File: config.mk
export PLATFORM = sky130hd
export DESIGN_NAME = systolic_array_ctrl
export DESIGN_NICKNAME = d
export VERILOG_FILES = /design/src/rtl/systolic_pkg.sv /design/src/rtl/systolic_skew_line.sv /design/src/rtl/systolic_array_ctrl.sv
export SDC_FILE = /design/constraint.sdc
export NUM_CORES = 1
export LEC_CHECK = 0
export BUFFER_PORTS_ARGS = -buffer_cell sky130_fd_sc_hd__buf_2
export CAP_MARGIN = 20
export CELL_PAD_IN_SITES_DETAIL_PLACEMENT = 1
export CELL_PAD_IN_SITES_GLOBAL_PLACEMENT = 2
export CORE_MARGIN = 5
export CORE_UTILIZATION = 30
export CTS_CLUSTER_DIAMETER = 60
export DETAILED_ROUTE_END_ITERATION = 10
export GPL_ROUTABILITY_DRIVEN = 1
export GPL_TIMING_DRIVEN = 0
export HOLD_SLACK_MARGIN = 0.05
export PLACE_DENSITY = 0.77
export SLEW_MARGIN = 10
export SYNTH_ARGS = -nofsm -noshare
export SYNTH_HDL_FRONTEND = slang
export SYNTH_HIERARCHICAL = 1
export SYNTH_SLANG_ARGS = --single-unit
File: constraint.sdc
create_clock -name clk -period 3.1 [get_ports clk]
set_clock_uncertainty 0.05 [all_clocks]
set_input_delay 0.465 -clock clk [delete_from_list [all_inputs] [get_ports clk]]
set_output_delay 0.465 -clock clk [all_outputs]
set_load 0.05 [all_outputs]
File: src/rtl/systolic_pkg.sv
// Shared types and constants for the systolic array job sequencer.
// Skew helpers give per-lane delay depths for edge alignment.
package systolic_pkg;

  localparam int DEF_ROWS   = 4;
  localparam int DEF_COLS   = 4;
  localparam int DEF_DATA_W = 8;
  localparam int DEF_ACCU_W = 32;
  localparam int DEF_VEC_W  = 16;

  typedef enum logic [2:0] {
    S_IDLE,
    S_CLEAR,
    S_LOAD_W,
    S_LOAD_WAIT,
    S_FEED,
    S_DRAIN,
    S_DONE
  } state_e;

  function automatic int left_depth(input int r);
    return r;
  endfunction

  function automatic int bot_depth(input int c, input int cols);
    return cols - 1 - c;
  endfunction

endpackage

File: src/rtl/systolic_skew_line.sv
// Fixed-depth delay line for one edge lane (data plus valid).
// Depth 0 is a plain wire.
module systolic_skew_line #(
  parameter int DEPTH = 0,
  parameter int WIDTH = 8
) (
  input  logic             clk,
  input  logic             rst_n,
  input  logic             valid_i,
  input  logic [WIDTH-1:0] data_i,
  output logic             valid_o,
  output logic [WIDTH-1:0] data_o
);

  if (DEPTH == 0) begin : g_wire
    logic unused_clk;
    assign unused_clk = clk ^ rst_n;
    assign valid_o = valid_i;
    assign data_o  = data_i;
  end else begin : g_reg
    logic [DEPTH-1:0] v_q;
    logic [WIDTH-1:0] d_q [DEPTH];

    always_ff @(posedge clk or negedge rst_n) begin
      if (!rst_n) begin
        v_q <= '0;
        for (int i = 0; i < DEPTH; i++) d_q[i] <= '0;
      end else begin
        v_q[0] <= valid_i;
        d_q[0] <= data_i;
        for (int i = 1; i < DEPTH; i++) begin
          v_q[i] <= v_q[i-1];
          d_q[i] <= d_q[i-1];
        end
      end
    end

    assign valid_o = v_q[DEPTH-1];
    assign data_o  = d_q[DEPTH-1];
  end

endmodule

File: src/rtl/systolic_array_ctrl.sv
// Job sequencer: clear, weight load, skewed activation feed and
// de-skewed result collection for a weight-stationary systolic array.
module systolic_array_ctrl
  import systolic_pkg::*;
#(
  parameter int ROWS            = DEF_ROWS,
  parameter int COLS            = DEF_COLS,
  parameter int DATA_WIDTH      = DEF_DATA_W,
  parameter int ACCU_DATA_WIDTH = DEF_ACCU_W,
  parameter int VEC_W           = DEF_VEC_W
) (
  input  logic                            clk,
  input  logic                            rst_n,
  input  logic                            i_start,
  input  logic [VEC_W-1:0]                i_num_vec,
  output logic                            o_busy,
  output logic                            o_done,
  output logic                            o_w_ren,
  output logic [$clog2(ROWS)-1:0]         o_w_addr,
  input  logic [COLS*DATA_WIDTH-1:0]      i_w_rdata,
  output logic                            o_a_ren,
  output logic [VEC_W-1:0]                o_a_addr,
  input  logic [ROWS*DATA_WIDTH-1:0]      i_a_rdata,
  output logic                            o_array_rst_n,
  output logic [COLS*ACCU_DATA_WIDTH-1:0] o_top_data,
  output logic [COLS-1:0]                 o_top_valid,
  output logic [COLS-1:0]                 o_top_cmd,
  output logic [ROWS*DATA_WIDTH-1:0]      o_left_data,
  output logic [ROWS-1:0]                 o_left_valid,
  output logic [ROWS-1:0]                 o_left_cmd,
  input  logic [COLS*ACCU_DATA_WIDTH-1:0] i_bot_data,
  input  logic [COLS-1:0]                 i_bot_valid,
  output logic                            o_res_valid,
  output logic [VEC_W-1:0]                o_res_addr,
  output logic [COLS*ACCU_DATA_WIDTH-1:0] o_res_data
);

  localparam int DW = DATA_WIDTH;
  localparam int AW = ACCU_DATA_WIDTH;
  localparam int RW = $clog2(ROWS);
  localparam logic [RW-1:0] LAST_ROW = RW'(ROWS - 1);

  state_e state_q, state_d;
  logic [RW-1:0]    ld_q, ld_d;
  logic [VEC_W-1:0] nvec_q, nvec_d;
  logic [VEC_W-1:0] iss_q, iss_d;
  logic [VEC_W-1:0] rcnt_q, rcnt_d;

  logic             w_v_q;
  logic             top_v_q;
  logic [COLS*AW-1:0] top_d_q;
  logic             a_v_q;

  logic             res_v_q;
  logic [VEC_W-1:0] res_a_q;
  logic [COLS*AW-1:0] res_d_q;

  logic [COLS-1:0]    bv;
  logic [COLS*AW-1:0] bd;
  logic               res_fire;
  logic               collect;

  always_ff @(posedge clk or negedge rst_n) begin
    if (!rst_n) begin
      state_q <= S_IDLE;
      ld_q    <= '0;
      nvec_q  <= '0;
      iss_q   <= '0;
      rcnt_q  <= '0;
    end else begin
      state_q <= state_d;
      ld_q    <= ld_d;
      nvec_q  <= nvec_d;
      iss_q   <= iss_d;
      rcnt_q  <= rcnt_d;
    end
  end

  always_comb begin
    state_d = state_q;
    ld_d    = ld_q;
    nvec_d  = nvec_q;
    iss_d   = iss_q;
    unique case (state_q)
      S_IDLE: begin
        if (i_start) begin
          nvec_d  = i_num_vec;
          state_d = S_CLEAR;
        end
      end
      S_CLEAR: begin
        ld_d    = '0;
        iss_d   = '0;
        state_d = S_LOAD_W;
      end
      S_LOAD_W: begin
        ld_d = ld_q + 1'b1;
        if (ld_q == LAST_ROW) begin
          ld_d    = '0;
          state_d = S_LOAD_WAIT;
        end
      end
      // Lets the last weight beat ripple down to the bottom row.
      S_LOAD_WAIT: begin
        ld_d = ld_q + 1'b1;
        if (ld_q == LAST_ROW) begin
          ld_d    = '0;
          iss_d   = '0;
          state_d = (nvec_q == '0) ? S_DONE : S_FEED;
        end
      end
      S_FEED: begin
        iss_d = iss_q + 1'b1;
        if (iss_q == nvec_q - VEC_W'(1)) state_d = S_DRAIN;
      end
      S_DRAIN: begin
        if (rcnt_q == nvec_q) state_d = S_DONE;
      end
      S_DONE: begin
        state_d = S_IDLE;
      end
      default: begin
        state_d = S_IDLE;
      end
    endcase
  end

  // A lone column valid without its partners never forms a row.
  assign collect  = (state_q == S_FEED) || (state_q == S_DRAIN);
  assign res_fire = collect && (&bv);

  always_comb begin
    rcnt_d = rcnt_q + VEC_W'(res_fire);
    if (state_q == S_CLEAR) rcnt_d = '0;
  end

  always_ff @(posedge clk or negedge rst_n) begin
    if (!rst_n) begin
      w_v_q   <= 1'b0;
      top_v_q <= 1'b0;
      top_d_q <= '0;
      a_v_q   <= 1'b0;
    end else begin
      w_v_q   <= (state_q == S_LOAD_W);
      top_v_q <= w_v_q;
      a_v_q   <= (state_q == S_FEED);
      for (int c = 0; c < COLS; c++) begin
        top_d_q[c*AW +: AW] <= w_v_q ? AW'(i_w_rdata[c*DW +: DW]) : '0;
      end
    end
  end

  always_ff @(posedge clk or negedge rst_n) begin
    if (!rst_n) begin
      res_v_q <= 1'b0;
      res_a_q <= '0;
      res_d_q <= '0;
    end else begin
      res_v_q <= res_fire;
      if (res_fire) begin
        res_a_q <= rcnt_q;
        res_d_q <= bd;
      end
    end
  end

  for (genvar r = 0; r < ROWS; r++) begin : g_left
    logic [DW-1:0] lane;
    assign lane = a_v_q ? i_a_rdata[r*DW +: DW] : '0;
    systolic_skew_line #(
      .DEPTH(left_depth(r)),
      .WIDTH(DW)
    ) u_skew (
      .clk    (clk),
      .rst_n  (rst_n),
      .valid_i(a_v_q),
      .data_i (lane),
      .valid_o(o_left_valid[r]),
      .data_o (o_left_data[r*DW +: DW])
    );
  end

  for (genvar c = 0; c < COLS; c++) begin : g_bot
    systolic_skew_line #(
      .DEPTH(bot_depth(c, COLS)),
      .WIDTH(AW)
    ) u_deskew (
      .clk    (clk),
      .rst_n  (rst_n),
      .valid_i(i_bot_valid[c]),
      .data_i (i_bot_data[c*AW +: AW]),
      .valid_o(bv[c]),
      .data_o (bd[c*AW +: AW])
    );
  end

  assign o_busy        = (state_q != S_IDLE);
  assign o_done        = (state_q == S_DONE);
  assign o_w_ren       = (state_q == S_LOAD_W);
  assign o_w_addr      = ld_q;
  assign o_a_ren       = (state_q == S_FEED);
  assign o_a_addr      = iss_q;
  assign o_array_rst_n = rst_n & (state_q != S_CLEAR);
  assign o_top_data    = top_d_q;
  assign o_top_valid   = {COLS{top_v_q}};
  assign o_top_cmd     = {COLS{top_v_q}};
  assign o_left_cmd    = o_left_valid;
  assign o_res_valid   = res_v_q;
  assign o_res_addr    = res_a_q;
  assign o_res_data    = res_d_q;

endmodule

=== After elaboration in Yosys (flattened, before gate mapping) ===
Cells that the tools add are included.

* Bits in registers: 557
* Input bits: 215
* Output and inout bits: 344
* Logic and storage cells: 82

* Add/subtract/negate cells: 4
* Equal/unequal tests: 15
* Multiplexer cells: 20
* Bitwise logic cells: 1
* Reductions and logical operators: 12

{| class="wikitable"
|+ Operators with widths
! operator !! count
|-
| $mux 8 || 8
|-
| $pmux 16 s3 || 1
|-
| $eq 16x16->1 || 2
|-
| $mux 16 || 2
|-
| $pmux 3 s6 || 1
|-
| $add 16x1->16 || 1
|-
| $add 16x1->16 const B || 1
|-
| $logic_not 16->1 || 1
|-
| $sub 16x1->16 const B || 1
|-
| $mux 3 || 5
|-
| $eq 3x3->1 const B || 3
|-
| $eq 3x2->1 const B || 2
|-
| $ne 2x2->1 const B || 3
|-
| $reduce_bool 3->1 || 2
|-
| $reduce_and 5->1 || 1
|-
| $mux 2 || 2
|-
| $ne 2x1->1 const B || 2
|-
| $pmux 2 s2 || 1
|-
| $reduce_and 2->1 || 2
|-
| $reduce_and 4->1 || 1
|-
| $eq 3x1->1 const B || 1
|-
| $logic_not 3->1 || 1
|-
| $ne 3x1->1 const B || 1
|-
| $add 2x1->2 const B || 1
|-
| 6 further kinds || 6
|}

=== Logic depth before layout (Yosys ltp) ===
Gate-level depths: netlist (run 1).

* Word-level depth: 5
* Depth in mapped cells: 12
* Gate-level depth less buffers: 9

=== Modules after synthesis ===
Netlist (run 1), hierarchy kept.

{| class="wikitable"
|+ Modules (own cells, without submodules)
! module !! times used !! cells an instance !! area each (um^2) !! seq. area each (um^2)
|-
| systolic_array_ctrl || 1 || 852 || 10654.0 || 5830.6
|-
| systolic_skew_line (g_bot[0].u_deskew) || 1 || 131 || 2717.6 || 2477.4
|-
| systolic_skew_line (g_bot[1].u_deskew) || 1 || 98 || 1891.8 || 1651.6
|-
| systolic_skew_line (g_bot[2].u_deskew) || 1 || 33 || 825.8 || 825.8
|-
| systolic_skew_line (g_left[3].u_skew) || 1 || 35 || 735.7 || 675.6
|-
| systolic_skew_line (g_left[2].u_skew) || 1 || 26 || 510.5 || 450.4
|-
| systolic_skew_line (g_bot[3].u_deskew) || 1 || 33 || 247.7 || 0.0
|-
| systolic_skew_line (g_left[1].u_skew) || 1 || 9 || 225.2 || 225.2
|-
| systolic_skew_line (g_left[0].u_skew) || 1 || 9 || 67.6 || 0.0
|}

=== Worst setup path before layout (run 1) ===
Ideal clock, no wire load.

* Kind: reg-to-reg
* Start: reg state_q[2]
* End: reg rcnt_q[10]
* Setup time: 0.078 ns
* Data arrival time: 2.478 ns
* Required time: 2.972 ns
* Path slack: 0.494 ns
* Stages on the path, launching flop included: 11
* Path buffers: 3
* Clock period less this slack: 2.606 ns
* Cell sequence: dfrtp_1 > buf_2 > nand2b_1 > nor2_1 > buf_2 > buf_2 > ha_1 > ha_1 > nand3_1 > or3_1 > a21oi_1

* Cells in the longest elaborated chain, start to end: 5
* Elaborated cells between the ends (all ways): 7
* Classes of those cells: 1 x add/sub; 3 x eq/ne; 1 x mux; 2 x reduce/logical

{| class="wikitable"
|+ Ends and longest elaborated chain
! what !! RTL line !! text
|-
| from (decl) || systolic_array_ctrl.sv:43 || <nowiki>state_e state_q, state_d;</nowiki>
|-
| from (signal assigned) || systolic_array_ctrl.sv:71 || <nowiki>state_q <= state_d;</nowiki>
|-
| $eq 3x3->1 || systolic_array_ctrl.sv:129 || <nowiki>assign collect = (state_q == S_FEED) || (state_q == S_DRAIN);</nowiki>
|-
| $logic_or 1x1->1 * || systolic_array_ctrl.sv:129 ||
|-
| $logic_and 1x1->1 * || systolic_array_ctrl.sv:130 || <nowiki>assign res_fire = collect && (&bv);</nowiki>
|-
| named net res_fire || systolic_array_ctrl.sv:60 || <nowiki>logic res_fire;</nowiki>
|-
| $add 16x1->16 * || systolic_array_ctrl.sv:133 || <nowiki>rcnt_d = rcnt_q + VEC_W'(res_fire);</nowiki>
|-
| $mux 16 * || systolic_array_ctrl.sv:134 || <nowiki>if (state_q == S_CLEAR) rcnt_d = '0;</nowiki>
|-
| named net rcnt_d[10] || systolic_array_ctrl.sv:47 || <nowiki>logic [VEC_W-1:0] rcnt_q, rcnt_d;</nowiki>
|-
| to (signal assigned) || systolic_array_ctrl.sv:75 || <nowiki>rcnt_q <= rcnt_d;</nowiki>
|-
| to (decl) || systolic_array_ctrl.sv:47 ||
|}

Mark *: on every way through the listed nets, which the timed path passes. The rest lies on a longest branch.
A chain may end at the register's enable or synchronous reset.

=== Worst setup path after layout (run 1) ===
* Start: reg state_q[2]
* End: reg rcnt_q[12]

The elaborated chain is that of the path after synthesis.

==> results.tsv, run 1 <==
stage	metric	value	unit
global_routing	vias in the first global route	13270	
worst_setup_path	largest stage delay on the critical path	380	ps
worst_setup_path	CP Data Arrival Time	3290	ps
yosys	Synth top area share	0.6789	
routing	Final ANT Viol Nets	0	
timing	Max Slew Vio Count	0	
placed_design	GPL Wtd Cong	0.7796	
yosys	largest cells by area after synthesis	dfrtp_1 68%, mux2_2 10%, buf_4 9.7%	
routing	post-DR wirelength/cell	18.43	um
global_routing	first-pass GRT wire length	77670	um
timing	Rel. slew slack	0.4044	
timing	final hold vios	0	
pwr	total power	19250	uW
yosys	sequential element share of the synthesized area	0.6789	
worst_setup_path	CP endpoint kind	flop	
hold_path	worst hold path cell count	3	
cts	clk buf depth	3	
worst_setup_path	critical path peak fanout	11	
cts	CTS H-tree depth	2	
hold_path	worst min path class	input pin to flop	
layout	Fillers	6274	
worst_setup_path	Crit path buffers/inverters	4	
outcome	status	finished clean	
worst_setup_path	CP Class	flop to flop	
floorplan	Starting Density	0.3029	
yosys	Yosys cell types	49	
cts	Root Driver	clkbuf_16	
floorplan	Die Height	254.1	um
timing	crit share post-route	0.9310	
global_routing	initial antenna violation count	8	
floorplan	Ports	559	
yosys	Syn Inst Count	1226	
floorplan	Total Die Area	64570	sq um
cts	clock slew at reported path FFs	60	ps
worst_setup_path	crit-path leading delay family	buffers and inverters	
routing	DRC Markers	0	
floorplan	Core Footprint	59020	sq um
worst_setup_path	Crit. path cell count	13	
routing	drt first-iter violations	473	
floorplan	FP Rows	89	
yosys	post-synthesis register bit count	485	
layout	area occupied by multi-input gates	4173	sq um
global_routing	Total GRT Usage	0.1533	
cts	worst skew pair latency	590	ps
yosys	Avg Inst Size Synth	14.58	sq um
worst_setup_path	crit path cell chain	buf_2 -> nand2b_1 -> nor2_4 -> buf_12 -> buf_2 -> buf_6 -> ha_1 -> ha_1 -> nand3_2 -> nor2_2 -> nand2_1 -> xor2_1 -> nor2_1	
layout	nets@finish	2237	
placed_design	hpwl dp	35460	um
timing	minimum clock period	2886	ps
pwr	P_leak	0.01335	uW
layout	layout cells sized above 1	0.4590	
worst_setup_path	Worst Path Required	3500	ps
global_routing	GRT overflow	0	
yosys	asr flop ratio synth	1.000	
routing	DRT Wirelength	52350	um
global_routing	largest net degree at the start of global routing	111	
cts	CTS Buf Count	55	
pwr	peak supply drop	0.6848	mV
yosys	largest area contributor in the netlist	dfrtp_1	
timing	worst slew pin tran	885.2	ps
routing	1st-pass router iterations	4	
yosys	Main synth FF type	dfrtp_1	
worst_setup_path	r2r worst-path depth	13	
layout	register area	12140	sq um
routing	Via Count	11590	
placed_design	Place WS	-426.4	ps
yosys	post-synthesis cell area	17880	sq um
yosys	Post-synth EDFFs	0	
timing	final worst slack	213.9	ps
flow_run	max-cap violations	0	
cts	clock sink total	485	
timing	final setup fails	0	
layout	area grow syn2layout	42.53	%
cts	CTS tree	built	
timing	setup total negative slack	0	ps
worst_setup_path	Worst path slowest cell	dfrtp_1	
timing	Fmax	346.5	MHz
floorplan	Die Wd	254.1	um
timing	RSZ-0062 raised after global routing	false	
routing	routed vias/inst	4.081	
worst_setup_path	crit start category	flop	
placed_design	IO buf count	429	
pwr	pwr dens	755.5	nW/um^2
yosys	Syn. warnings	6	
routing by layer:
layer | track usage | part of all wire
met1 | 0.1727 | 0.37
met2 | 0.2868 | 0.55
met3 | 0.03899 | 0.061
met4 | 0.04388 | 0.024
met5 | 0 | 0.00025
cells in the final DEF, fill, tap and decap left out, drive strengths merged, types with 3 or more instances in the layout:
master       Yosys  final
conb             1     96
and3             7      7
bufinv           0      5
nand3            9      9
or3              7      7
clkinv           0     15
clkinvlp         0      3
dfrtp          485    485
buf            246    681
clkbuf          22     97
ha               6      6
xor2            35     35
or4              3      3
inv              7     12
nor4            13     13
diode            0      6
nor2            43     43
nor2b            8      8
nor3             4      4
xnor2           28     28
a22o             3      3
a21oi           10     10
and2            66     66
nand2           16     16
nand2b           5      5
dlygate4sd3      0    202
nand4            8      8
o21ai           15     15
and4             3      3
mux2           159    159
per-stage QoR:
| stage | instances | utilization | cell area [sq um] | hold WS (ps) |
|---|---|---|---|---|
| 5_1_grt | 2839 | 0.4317 | 25480 | 75.58 |
| 3_3_place_gp | 2523 | 0.3617 | 21350 | 281.3 |
| 3_5_place_dp | 2528 | 0.3640 | 21480 | 285.6 |
| 6_report | 2840 | 0.4317 | 25480 | 90.35 |
| 2_1_floorplan | 1321 | - | 18230 | 119.4 |
| 4_1_cts | 2833 | 0.4308 | 25430 | 50.97 |
sequential cells by signal, summed over array words and instances, names as in the netlist, 2 cells and up:
signal / cells
nvec_q: 16
g_left.u_skew/g_reg.d_q: 24
g_bot.u_deskew/g_reg.d_q: 96
state_q: 3
g_left.u_skew/g_reg.v_q: 5
g_bot.u_deskew/g_reg.v_q: 5
o_res_data: 128
o_res_addr: 16
o_w_addr: 2
o_a_addr: 16
g_left.u_skew/data_o: 24
g_bot.u_deskew/data_o: 96
o_top_data: 32
rcnt_q: 16
path summary, 6_finish.rpt:
check | startpoint | slack, ps | to
worst max register to register | state_q[2]$_DFFE_PN0P_ | 210 | rcnt_q[12]$_DFF_PN0_
max in group asynchronous | rst_n | 1150 | o_res_data[88]$_DFFE_PN0P_
worst max-delay path | state_q[2]$_DFFE_PN0P_ | 210 | rcnt_q[12]$_DFF_PN0_
worst min register to register | g_bot[0].u_deskew/g_reg.d_q[54]$_DFF_PN0_ | 290 | g_bot[0].u_deskew/data_o[22]$_DFF_PN0_
worst min-delay path | i_num_vec[1] | 90 | nvec_q[1]$_DFFE_PN0P_
min in group asynchronous | rst_n | 350 | g_bot[0].u_deskew/data_o[14]$_DFF_PN0_
worst reg2reg max path, delay by kind of cell (launching register included):
| family | cells | cell delay (ps) |
|---|---|---|
| XOR/XNOR | 1 | 170 |
| adder cells (fa/ha/maj) | 2 | 440 |
| buffers and inverters | 4 | 870 |
| flip-flops | 1 | 380 |
| AND/OR/NAND/NOR | 6 | 850 |
logic make-up (layout without fill, tap and decap cells):
logic type,count (synthesis),after routing,synth area share
mux,159,159,0.1002
other cells,1,102,0.0002098
fa+ha+maj,6,6,0.004200
flops,485,485,0.6789
xor+xnor,63,63,0.03087
compound gates,39,39,0.01323
simple gates,198,198,0.06384
buf+inv,275,1015,0.1086
layout make-up:
cell class                 instances  area share
antenna                            6   0.0005893
clock buffer                      74     0.05996
sequential                       485      0.4763
buffer                           268     0.07543
multi-input combinational        561      0.1638
tap                              773     0.03796
inverter                           7    0.001031
timing repair buffer             638      0.1707
clock inverter                    28     0.01424
repair_timing:
action | CTS | global route
pin swaps | 1 | 0
resized for setup | 3 | 4
cloned | 0 | 1
hold buffers | 202 | 0
endpoints found under the hold margin | 265 | 0
setup endpoints to repair | 20 | 8
buffers inserted | 1 | 0
synthesized netlist by cell type (all sizes together), types with 3 or more instances:
master	count
a21oi	10
a22o	3
and2	66
and3	7
and4	3
buf	246
clkbuf	22
dfrtp	485
ha	6
inv	7
mux2	159
nand2	16
nand2b	5
nand3	9
nand4	8
nor2	43
nor2b	8
nor3	4
nor4	13
o21ai	15
or3	7
or4	3
xnor2	28
xor2	35
report_power, final:
part	internal, uW	total [uW]	switching, uW
registers	7030	7480	446
clock network	3930	6670	2750
logic	1630	5100	3480
No activity file was read; power rests on OpenSTA's default activity.
==> run 2: changes to the inputs <==
Settings changed: ABC_AREA set to 1, PLACE_DENSITY 0.77 to 0.81.
==> results.tsv, run 2 <==
stage	metric	value	unit	change
layout	max reg flops	128		unchanged
routing	post-DR wirelength/cell	17.08	um	-7.3%
worst_setup_path	CP endpoint kind	output pin		
cts	clock sink total	485		unchanged
global_routing	first-pass GRT wire length	90020	um	+16%
pwr	combinational share of power	0.186		-0.079
worst_setup_path	CP Class	flop to output pin		
timing	Min Hold Slack	-101.1	ps	-191.5 ps
flow_run	max-cap violations	0		unchanged
timing	crit share post-route	0.9266		-0.004456
placed_design	IO buf count	429		unchanged
yosys	largest cells by area after synthesis	dfrtp_1 67%, nand2_1 12%, buf_4 9.6%		
pwr	Clk pwr share	0.399		+0.052
placed_design	GPL Wtd Cong	0.8228		+5.5%
worst_setup_path	CP Data Arrival Time	2360	ps	-930 ps
cts	# hold bufs at CTS	206		+2.0%
yosys	Compound-Gate Fraction of Synth Area	0.01695		+0.003725
pwr	pwr dens	662.2	nW/um^2	-12%
worst_setup_path	Worst Path Required	2580	ps	-920 ps
yosys	Post-synth EDFFs	0		unchanged
routing	DRC Markers	0		unchanged
yosys	Yosys cell types	36		-27%
floorplan	Ports	559		unchanged
yosys	Main synth FF type	dfrtp_1		
pwr	Net Sw Frac	0.3106		-0.03581
global_routing	initial antenna violation count	7		-1
yosys	largest area contributor in the netlist	dfrtp_1		
placed_design	DP Area	21760	sq um	+1.3%
timing	final hold vios	182		+182
global_routing	GRT overflow	0		unchanged
yosys	post-synthesis register bit count	485		unchanged
floorplan	Die Wd	256	um	+0.75%
timing	Max Slew Vio Count	0		unchanged
layout	commonest non-fill, non-tap cells in the layout	574 x nand2_1, 485 x dfrtp_1, 434 x buf_2		
floorplan	FP Rows	90		+1.1%
timing	Rel. slew slack	0.3603		-0.04409
routing	routed vias/inst	4.130		+1.2%
cts	CTS Buf Count	56		+1.8%
timing	worst slew pin tran	959.5	ps	+74.30 ps
cts	Root Driver	clkbuf_16		
layout	nets@finish	2703		+21%
outcome	failing checks	negative hold slack		
pwr	Psw	5340	uW	-20%
cts	CTS H-tree depth	2		unchanged
floorplan	Die Height	256	um	+0.75%
worst_setup_path	Setup crit start	state_q[0]$_DFFE_PN0P_		
pwr	P_int	11850	uW	-5.8%
pwr	share of power burned in registers	0.415		+0.027
yosys	sequential element share of the synthesized area	0.6685		-0.01043
floorplan	Starting Density	0.3019		-0.0009689
yosys	Avg Inst Size Synth	10.75	sq um	-26%
yosys	adder-cell share of the synthesized area	0.004135		-0.00006454
yosys	asr flop ratio synth	1.000		unchanged
worst_setup_path	crit start category	flop		
global_routing	Total GRT Usage	0.1711		+0.01780
cts	CTS tree	built		
floorplan	Core Footprint	60130	sq um	+1.9%
timing	Fmax	348.2	MHz	+0.48%
worst_setup_path	worst flop-to-flop path startpoint	state_q[1]$_DFFE_PN0P_		
placed_design	hpwl dp	38690	um	+9.1%
yosys	Synth Area in XOR/XNOR	0.01833		-0.01254
pwr	P_leak	0.01417	uW	+6.1%
floorplan	Total Die Area	65540	sq um	+1.5%
routing	drt first-iter violations	596		+26%
timing	final setup fails	0		unchanged
global_routing	vias in the first global route	15700		+18%
global_routing	largest net degree at the start of global routing	112		+0.90%
layout	layout cells sized above 1	0.3241		-0.1349
yosys	mux cell area share after synthesis	0.007443		-0.09272
yosys	top-count cell post-synth	nand2_1		
placed_design	Place WS	-861.8	ps	-435.3 ps
layout	area grow syn2layout	43.00	%	
routing	Final ANT Viol Nets	0		unchanged
routing	Via Count	13700		+18%
routing	1st-pass router iterations	4		unchanged
routing	DRT Wirelength	56630	um	+8.2%
timing	minimum clock period	2872	ps	-13.81 ps
yosys	Synth top area share	0.6685		-0.01043
worst_setup_path	critical path peak fanout	13		+2
hold_path	worst min path class	input pin to async pin		
layout	design area	25960	sq um	+1.9%
yosys	main combinational cell family by area after synthesis	simple AND/OR/NAND/NOR gates		
cts	clk buf depth	3		unchanged
layout	commonest non-fill, non-tap cell in the layout	nand2_1		
yosys	Synth Area in Simple Gates	0.1540		+0.09013
yosys	Syn. warnings	6		unchanged
cts	worst skew pair latency	600	ps	about the same
yosys	most instantiated cells after synthesis	575 x nand2_1, 485 x dfrtp_1, 231 x buf_4, 120 x inv_1, 57 x nor2_1		
cts	clock slew at reported path FFs	60	ps	about the same
outcome	status	complete, but fails checks		
yosys	Syn Inst Count	1689		+38%
timing	final worst slack	227.7	ps	+13.81 ps
yosys	post-synthesis cell area	18150	sq um	+1.6%
pwr	peak supply drop	0.3874	mV	-43%
[run 2: path summary, 6_finish.rpt]
path                                                           to  slack [ps]  cells past startpoint
max                                                 o_array_rst_n         230                      8
min                                    o_res_data[14]$_DFFE_PN0P_        -100                      2
max reg2reg                                  rcnt_q[12]$_DFF_PN0_         280                     17
min reg2reg                g_bot[1].u_deskew/data_o[13]$_DFF_PN0_         290                      0
max in group asynchronous              o_res_data[43]$_DFFE_PN0P_        1990                      4
min in group clk                         o_top_data[66]$_DFF_PN0_         120                      3
[run 2: kinds of logic (layout without fill, tap and decap cells)]
group,after synthesis,after routing
AO/OA/AOI/OAI,56,56
XOR/XNOR,38,38
adder cells (fa/ha/maj),6,6
buffers and inverters,396,1139
flip-flops,485,485
multiplexers,12,12
other,1,103
AND/OR/NAND/NOR,695,695
[run 2: area by class of cell]
type                            count  area [sq um]
Fill cell                        6770         34170
Sequential cell                   485         12140
Timing Repair Buffer              641          4402
Multi-Input combinational cell    903          4078
Buffer                            272          1914
Clock buffer                       77          1630
Tap cell                          782         978.4
Inverter                          123         464.2
Clock inverter                     26         340.3
Antenna cell                        7         17.52
[run 2: power by group through the flow]
stage | Sequential (uW) | Combinational (uW) | Clock, uW
floorplan | 8380 | 865 | 0
global placement | 7220 | 2880 | 0
detailed placement | 7240 | 2940 | 0
CTS | 7140 | 3190 | 7070
global route | 7190 | 3390 | 7370
finish | 7140 | 3200 | 6860
[run 2: layer usage]
metal | global-route usage | part of all wire | up-vias
met1 | 0.1959 | 0.38 | 6772
met2 | 0.3110 | 0.53 | 402
met4 | 0.06327 | 0.036 | 0
met5 | 0 | 0 | -
li1 | - | - | 6401
met3 | 0.04124 | 0.054 | 120
[run 2: what timing repair did]
action / 4_1_cts / 5_1_grt
gates resized for setup: 8 / 15
endpoints found under the setup margin: 13 / 5
pin swaps: 0 / 1
endpoints found under the hold margin: 286 / 220
setup buffers: 1 / 1
[run 2: worst max-delay path, cell delays in order (launching register included)]
cell,delay [ps]
dfrtp_1,520
inv_2,120
nor2_8,150
inv_1,90
nor2_4,200
inv_1,270
nand2_1,130
inv_1,50
buf_2,220
[run 2: metrics by stage]
stage / instances / TNS (ps) / utilization / power, uW
after floorplan: 1784 / 0 / - / 9247
after global placement: 2995 / -3973870 / 0.3598 / 10100
after detailed placement: 2999 / -5815 / 0.3618 / 10190
after CTS: 3308 / 0 / 0.4303 / 17400
after global routing: 3316 / -3.498 / 0.4317 / 17950
final: 3316 / 0 / 0.4317 / 17190
